## config.mk

```make
export PLATFORM = sky130hd
export DESIGN_NAME = mc_line_responder
export DESIGN_NICKNAME = d
export VERILOG_FILES = /design/src/rtl/mc_defs_pkg.sv /design/src/rtl/mc_line_responder.sv
export SDC_FILE = /design/constraint.sdc
export NUM_CORES = 1
export LEC_CHECK = 0
export CORE_ASPECT_RATIO = 2
export CORE_MARGIN = 2
export CORE_UTILIZATION = 55
export DETAILED_ROUTE_END_ITERATION = 8
export GPL_TIMING_DRIVEN = 1
export PLACE_DENSITY = 0.89
export SKIP_LAST_GASP = 1
export SLEW_MARGIN = 20
export SYNTH_ARGS = -nofsm -noshare
export SYNTH_HDL_FRONTEND = slang
export SYNTH_SLANG_ARGS = --single-unit
```

## constraint.sdc

```tcl
create_clock -name clk -period 7.9 [get_ports clk]
set_input_delay 1.58 -clock clk [delete_from_list [all_inputs] [get_ports clk]]
set_output_delay 1.58 -clock clk [all_outputs]
set_load 0.02 [all_outputs]
```

## src/rtl/mc_defs_pkg.sv

```systemverilog
// ----------------------------------------------------------------
// mc_defs_pkg: shared line/word geometry, responder states, mask walker
// Rev 1.0
// ----------------------------------------------------------------
`default_nettype none

package mc_defs_pkg;

  localparam int MC_PADDR_BITS     = 26;
  localparam int MC_LINE_BITS      = 128;
  localparam int MC_WORD_BITS      = 32;
  localparam int MC_LINE_WORDS     = 4;
  localparam int MC_LINE_ADDR_BITS = MC_PADDR_BITS - 4;
  localparam int MC_MEM_ADDR_BITS  = MC_LINE_ADDR_BITS + 2;

  typedef enum logic [1:0] {
    S_IDLE = 2'd0,
    S_BEAT = 2'd1,
    S_ACK  = 2'd2
  } mc_state_e;

  typedef logic [MC_LINE_WORDS-1:0][MC_WORD_BITS-1:0] mc_line_t;

  // Lowest set mask bit at or above 'from'; bit 2 of the result flags a hit.
  function automatic logic [2:0] next_mask_bit(input logic [3:0] mask,
                                               input logic [2:0] from);
    logic [2:0] res;
    res = 3'b000;
    for (int i = MC_LINE_WORDS - 1; i >= 0; i--) begin
      if (mask[i] && (3'(i) >= from)) res = {1'b1, 2'(i)};
    end
    return res;
  endfunction

endpackage

`default_nettype wire

```

## src/rtl/mc_line_responder.sv

```systemverilog
// ----------------------------------------------------------------
// mc_line_responder: serves 128-bit line fills/writebacks as 32-bit beats
// Rev 1.0
// ----------------------------------------------------------------
`default_nettype none

module mc_line_responder
  import mc_defs_pkg::*;
#(
  parameter int TIMEOUT = 255
) (
  input  logic                        clk,
  input  logic                        rst_n,
  input  logic                        mc_req,
  input  logic                        mc_read,
  input  logic [MC_PADDR_BITS-1:0]    mc_paddr,
  input  logic [MC_LINE_BITS-1:0]     mc_writeback_line,
  input  logic [MC_LINE_WORDS-1:0]    mc_writeback_mask,
  output logic                        mc_ack,
  output logic [MC_LINE_BITS-1:0]     mc_fill_line,
  output logic                        mc_err,
  output logic                        busy,
  output logic                        mem_en,
  output logic                        mem_we,
  output logic [MC_MEM_ADDR_BITS-1:0] mem_addr,
  output logic [MC_WORD_BITS-1:0]     mem_wdata,
  input  logic [MC_WORD_BITS-1:0]     mem_rdata,
  input  logic                        mem_ready
);

  localparam int             TCW  = $clog2(TIMEOUT + 2);
  localparam logic [TCW-1:0] TLIM = TCW'(TIMEOUT);

  mc_state_e                     state_q, state_d;
  logic                          read_q, read_d;
  logic [MC_LINE_ADDR_BITS-1:0]  line_q, line_d;
  mc_line_t                      wline_q, wline_d;
  logic [MC_LINE_WORDS-1:0]      mask_q, mask_d;
  logic [1:0]                    beat_q, beat_d;
  logic [TCW-1:0]                tcnt_q, tcnt_d;
  mc_line_t                      shadow_q, shadow_d;
  mc_line_t                      fill_q, fill_d;
  logic                          ack_q, ack_d;
  logic                          err_q, err_d;
  logic                          busy_q, busy_d;
  logic                          en_q, en_d;
  logic                          we_q, we_d;
  logic [MC_MEM_ADDR_BITS-1:0]   addr_q, addr_d;
  logic [MC_WORD_BITS-1:0]       wdata_q, wdata_d;
  logic [2:0]                    nxt;

  logic unused_paddr_lsb;
  assign unused_paddr_lsb = ^mc_paddr[3:0];

  always_comb begin
    state_d  = state_q;
    read_d   = read_q;
    line_d   = line_q;
    wline_d  = wline_q;
    mask_d   = mask_q;
    beat_d   = beat_q;
    tcnt_d   = tcnt_q;
    shadow_d = shadow_q;
    err_d    = 1'b0;
    nxt      = 3'b000;

    unique case (state_q)
      S_IDLE: begin
        if (mc_req) begin
          read_d  = mc_read;
          line_d  = mc_paddr[MC_PADDR_BITS-1:4];
          wline_d = mc_writeback_line;
          // A read is a write-shaped walk over a full mask.
          mask_d  = mc_read ? '1 : mc_writeback_mask;
          tcnt_d  = '0;
          if (mc_read) shadow_d = '0;
          nxt     = next_mask_bit(mask_d, 3'd0);
          beat_d  = nxt[1:0];
          state_d = nxt[2] ? S_BEAT : S_ACK;
        end
      end
      S_BEAT: begin
        if (mem_ready) begin
          if (read_q) shadow_d[beat_q] = mem_rdata;
          tcnt_d = '0;
          nxt    = next_mask_bit(mask_q, {1'b0, beat_q} + 3'd1);
          if (nxt[2]) beat_d = nxt[1:0];
          else        state_d = S_ACK;
        end else if (TIMEOUT != 0 && (tcnt_q + TCW'(1)) == TLIM) begin
          state_d = S_ACK;
          err_d   = 1'b1;
        end else begin
          tcnt_d = tcnt_q + TCW'(1);
        end
      end
      S_ACK:   state_d = S_IDLE;
      default: state_d = S_IDLE;
    endcase

    // Outputs are registered from the next state so they line up with it.
    ack_d   = (state_d == S_ACK);
    busy_d  = (state_d != S_IDLE);
    en_d    = (state_d == S_BEAT);
    we_d    = en_d & ~read_d;
    addr_d  = {line_d, beat_d};
    wdata_d = wline_d[beat_d];
    fill_d  = (ack_d && read_d) ? shadow_d : fill_q;
  end

  always_ff @(posedge clk or negedge rst_n) begin
    if (!rst_n) begin
      state_q  <= S_IDLE;
      read_q   <= 1'b0;
      line_q   <= '0;
      wline_q  <= '0;
      mask_q   <= '0;
      beat_q   <= '0;
      tcnt_q   <= '0;
      shadow_q <= '0;
      fill_q   <= '0;
      ack_q    <= 1'b0;
      err_q    <= 1'b0;
      busy_q   <= 1'b0;
      en_q     <= 1'b0;
      we_q     <= 1'b0;
      addr_q   <= '0;
      wdata_q  <= '0;
    end else begin
      state_q  <= state_d;
      read_q   <= read_d;
      line_q   <= line_d;
      wline_q  <= wline_d;
      mask_q   <= mask_d;
      beat_q   <= beat_d;
      tcnt_q   <= tcnt_d;
      shadow_q <= shadow_d;
      fill_q   <= fill_d;
      ack_q    <= ack_d;
      err_q    <= err_d;
      busy_q   <= busy_d;
      en_q     <= en_d;
      we_q     <= we_d;
      addr_q   <= addr_d;
      wdata_q  <= wdata_d;
    end
  end

  assign mc_ack       = ack_q;
  assign mc_err       = err_q;
  assign mc_fill_line = fill_q;
  assign busy         = busy_q;
  assign mem_en       = en_q;
  assign mem_we       = we_q;
  assign mem_addr     = addr_q;
  assign mem_wdata    = wdata_q;

endmodule

`default_nettype wire

```

# Word level (Yosys, flattened, before mapping)

Index checks and enable logic that the tools add are counted.

Word-level logic and storage cells: 99
Flip-flop bits (word level): 485
Output and inout bits: 189

Eq/ne operators: 6
Add/sub/neg operators: 2
Reductions and logical operators: 11
Bitwise operators: 2
Order comparisons: 7
Multiplexer cells: 46

Operator list:

| cell                  | number |
|---|---|
| $mux W128             | 6 |
| $pmux W128 S2         | 1 |
| $bwmux W128           | 1 |
| $bmux W32 S2          | 1 |
| $demux W32 S2         | 1 |
| $mux W32              | 2 |
| $mux W22              | 2 |
| $mux W3               | 12 |
| $mux W9               | 3 |
| $pmux W9 S2           | 1 |
| $mux W2               | 8 |
| $add A9 B1 Y9 const B | 1 |
| $eq A9 B8 Y1 const B  | 1 |
| $pmux W2 S2           | 2 |
| $ge A1 B3 Y1 const A  | 2 |
| $ge A2 B3 Y1 const A  | 2 |
| $logic_and A1 B1 Y1   | 6 |
| $lt A2 B3 Y1 const B  | 2 |
| $mux W1               | 5 |
| $eq A2 B1 Y1 const B  | 2 |
| $mux W4               | 1 |
| $reduce_bool A2 Y1    | 2 |
| $add A2 B1 Y3 const B | 1 |
| $ne A3 B3 Y1 const B  | 1 |
| other kinds (8)       | 8 |

# Logic depth before layout (Yosys ltp)

Depth after elaboration: 14
Depth in mapped cells: 9
Mapped depth without buffers: 7

# Least setup slack after synthesis

Ideal clock, no wire load.

Path type: in2reg
Start: input mc_req
End: register wdata_q[20], in the netlist mem_wdata[20]
Data arrival time: 3.286 ns
Slack: 4.468 ns
Data required time: 7.754 ns
Stages on the path: 7
Cell sequence: nor3b_1 clkbuf_1 clkbuf_1 buf_2 mux2_2 mux2i_1 mux2i_1

RTL lines:

| what                   | line                     | text |
|---|---|---|
| start: declaration     | mc_line_responder.sv:14  | `input logic mc_req,` |
| end signal: assignment | mc_line_responder.sv:144 | `wdata_q <= wdata_d;` |
| end: declaration       | mc_line_responder.sv:49  | `logic [MC_WORD_BITS-1:0] wdata_q, wdata_d;` |

==> qor.csv <==
metric;value;unit
critical path depth in cells;9;
status;finished, final reports clean;
TritonCTS clock tree;built;
r2r startpoint;tcnt_q[1];
hold crit path type;flip-flop to flip-flop;
GR Overflow Total;0;
period utilization;0.539;
vias in the first global route;13100;
Initial Util;0.553;
Buf/Inv on CP;3;
routed via count;11900;
Crit path arrival time;4680;ps
FP Rows;94;
syn avg cell area;14.6;µm²
Final Hold Violating Endpoints;0;
Clock Sinks;460;
EDFF count, synth;0;
DRT iter0 DRCs;741;
first-pass GRT wire length;73600;µm
worst reg-to-reg path cell count;8;
storage element area;0.0115;mm²
WL final;47800;µm
Mapped Area;0.0181;mm²
max_slew headroom;0.375;
core area;0.0327;mm²
Layout Nets;1793;
global route hottest layer;met2;
maxcap violations;0;
Die Area;0.0344;mm²
Cell Chain, Critical Path;clkdlybuf4s50_1 -> nand2_1 -> or3_1 -> buf_4 -> o21ai_0 -> nand2b_1 -> buf_4 -> o2bb2ai_1 -> mux2_1;
die height;260;µm
sequential area share after synthesis;0.636;
Setup TNS Final;0;ps
worst path required time;8320;ps
setup repair bufs after CTS;0;
commonest non-fill, non-tap cell in the layout;dfrtp_1;
placed cell area;0.0222;mm²
Area growth syn-to-layout;29.8;%
syn nets;1437;
# DRC;0;
CP delay by family, top;buffers and inverters;
fmax;235;MHz
largest net degree at the start of global routing;163;
CP max stage cell;clkdlybuf4s50_1;
WS Path Type;input pin to flip-flop;
vias per inst;5.77;
multi-input logic area;0.00612;mm²
Pre-antenna DRT Iters;8;
Worst-Margin Slew;937;ps
Port Buf Inserts;379;
share of Yosys cell area claimed by the top area cell type;0.636;
Worst-Skew Late Latency;550;ps
share of layout cells above drive strength 1;0.155;
Critical path origin;mem_ready;
hold buffer count at CTS;0;
ys flop type;dfrtp_1;
Syn Inst Count;1240;
# resized after CTS;0;
Synth Warn #;0;
H-Tree Depth;2;
Pleak;0.0105;µW
M2 GR Usage;0.507;
detailed-placement wirelength estimate;31700;µm
Critical R2R Capture;mc_fill_line[109];
Top cell by count, worst path;buf_4;
routed len/inst;23.3;µm
routability cong.;0.875;
element type at the critical path end;flip-flop;
worst setup path end;mc_fill_line[20];
Reg2Reg Setup Slack;4470;ps
Synth area leader;dfrtp_1;
max incr delay on CP;690;ps
Setup Viol. Count Final;0;
pwr/cell area;397;mW/mm²
Final ANT Viol Nets;0;
#FFs+latches synth;460;
Tot GR Track Use;0.277;
Hold Startpoint;mc_fill_line[75];
worst vdd ir;269;µV
max-slew violations;0;
CTS Buf Count;39;
Yosys cell types;49;
async set-reset flop share out of synthesis;1.00;
met3 Use GR;0.0581;
CP max FO;33;
Worst Skew;19.0;ps
maximum clock path buffer count;3;
initial antenna violation count;5;
M1 GR Usage;0.296;
Top-Level Pins;384;
Clock Pin Slew Worst Setup and Hold Paths;70;ps
minimum clock period;4260;ps
most frequent cells in the layout;dfrtp_1 (460), clkdlybuf4s50_1 (378), mux2_2 (165);
top cells by area, synth;dfrtp_1 (64%), mux2_2 (10%), mux2_1 (7.0%);
die width;132;µm
RSZ-0062 raised after global routing;no;
type of origin of the critical path;input pin;
root buffer cell;clkbuf_16;
Filler cells;2117;
design area;0.0235;mm²
==> synthesized netlist by cell type, drive strengths merged (2+ instances only) <==
cell type and count:
and2 3, or3 2, o22ai 3, and3 3
a22o 2, o211ai 2, or4b 2, dfrtp 460
o21ai 37, mux2i 97, ha 2, a32o 2
nand4 3, a31oi 3, nor2b 2, nand3 10
xor2 2, a21o 3, clkbuf 47, a21oi 9
inv 10, o2bb2ai 96, buf 34, nor4 3
nor2 19, mux2 278, nand2 77, a211o 4
nand2b 6, nor3 8
==> where the power goes <==
group | internal (µW) | switching (µW) | total (µW)
logic | 1740 | 1970 | 3710
clock network | 1070 | 861 | 1930
registers | 3300 | 387 | 3690
==> cells by family (layout without fill, tap and decap cells) <==
logic type      count (synthesis)  count (layout)  synth area share
compound gates                166             166            0.0702
xor+xnor                        3               3           0.00145
fa+ha+maj                       2               2           0.00138
buf+inv                        91             475            0.0278
flops                         460             460             0.636
mux                           375             375             0.227
other cells                     0               1                 0
simple gates                  143             143            0.0361
==> state kept, by name, summed over array words and instances (netlist names), 2 cells and up <==
register,count
mask_q,3
mem_wdata,32
wline_q,128
mc_fill_line,128
shadow_q,128
state_q,2
tcnt_q,9
mem_addr,24
==> worst min-delay path by stage <==
stage	slack [ps]	depth (start not counted)	to
floorplan	450	2	shadow_q[127]
global placement	460	2	shadow_q[97]
detailed placement	470	1	shadow_q[31]
CTS	490	1	mc_fill_line[75]
global route	500	1	shadow_q[27]
finish	480	1	mc_fill_line[75]
==> cell type report <==
type                            instances  area share
Timing Repair Buffer                  396       0.170
Antenna cell                            1    0.000107
Sequential cell                       460       0.490
Multi-Input combinational cell        689       0.261
Inverter                               10     0.00160
Clock inverter                         13     0.00618
Clock buffer                           56      0.0482
Tap cell                              432      0.0230
==> routing by layer <==
| layer | vias up | part of all wire |
|---|---|---|
| li1 | 5143 | - |
| met1 | 6095 | 0.34 |
| met2 | 488 | 0.54 |
| met3 | 140 | 0.061 |
| met4 | 8 | 0.055 |
| met5 | - | 0.0010 |
==> stage by stage <==
stage | utilization | cells | setup WS, ps | total power, µW | hold slack (ps)
finish | 0.718 | 2057 | 3640 | 9330 | 484
global route | 0.718 | 2057 | 3480 | 9770 | 502
CTS | 0.717 | 2055 | 3650 | 9380 | 488
detailed placement | 0.678 | 1986 | 3100 | 7390 | 471
global placement | 0.678 | 1986 | 3150 | 7170 | 465
floorplan | - | 1240 | 4470 | 5890 | 449
Power figures use the tool's default switching activity.
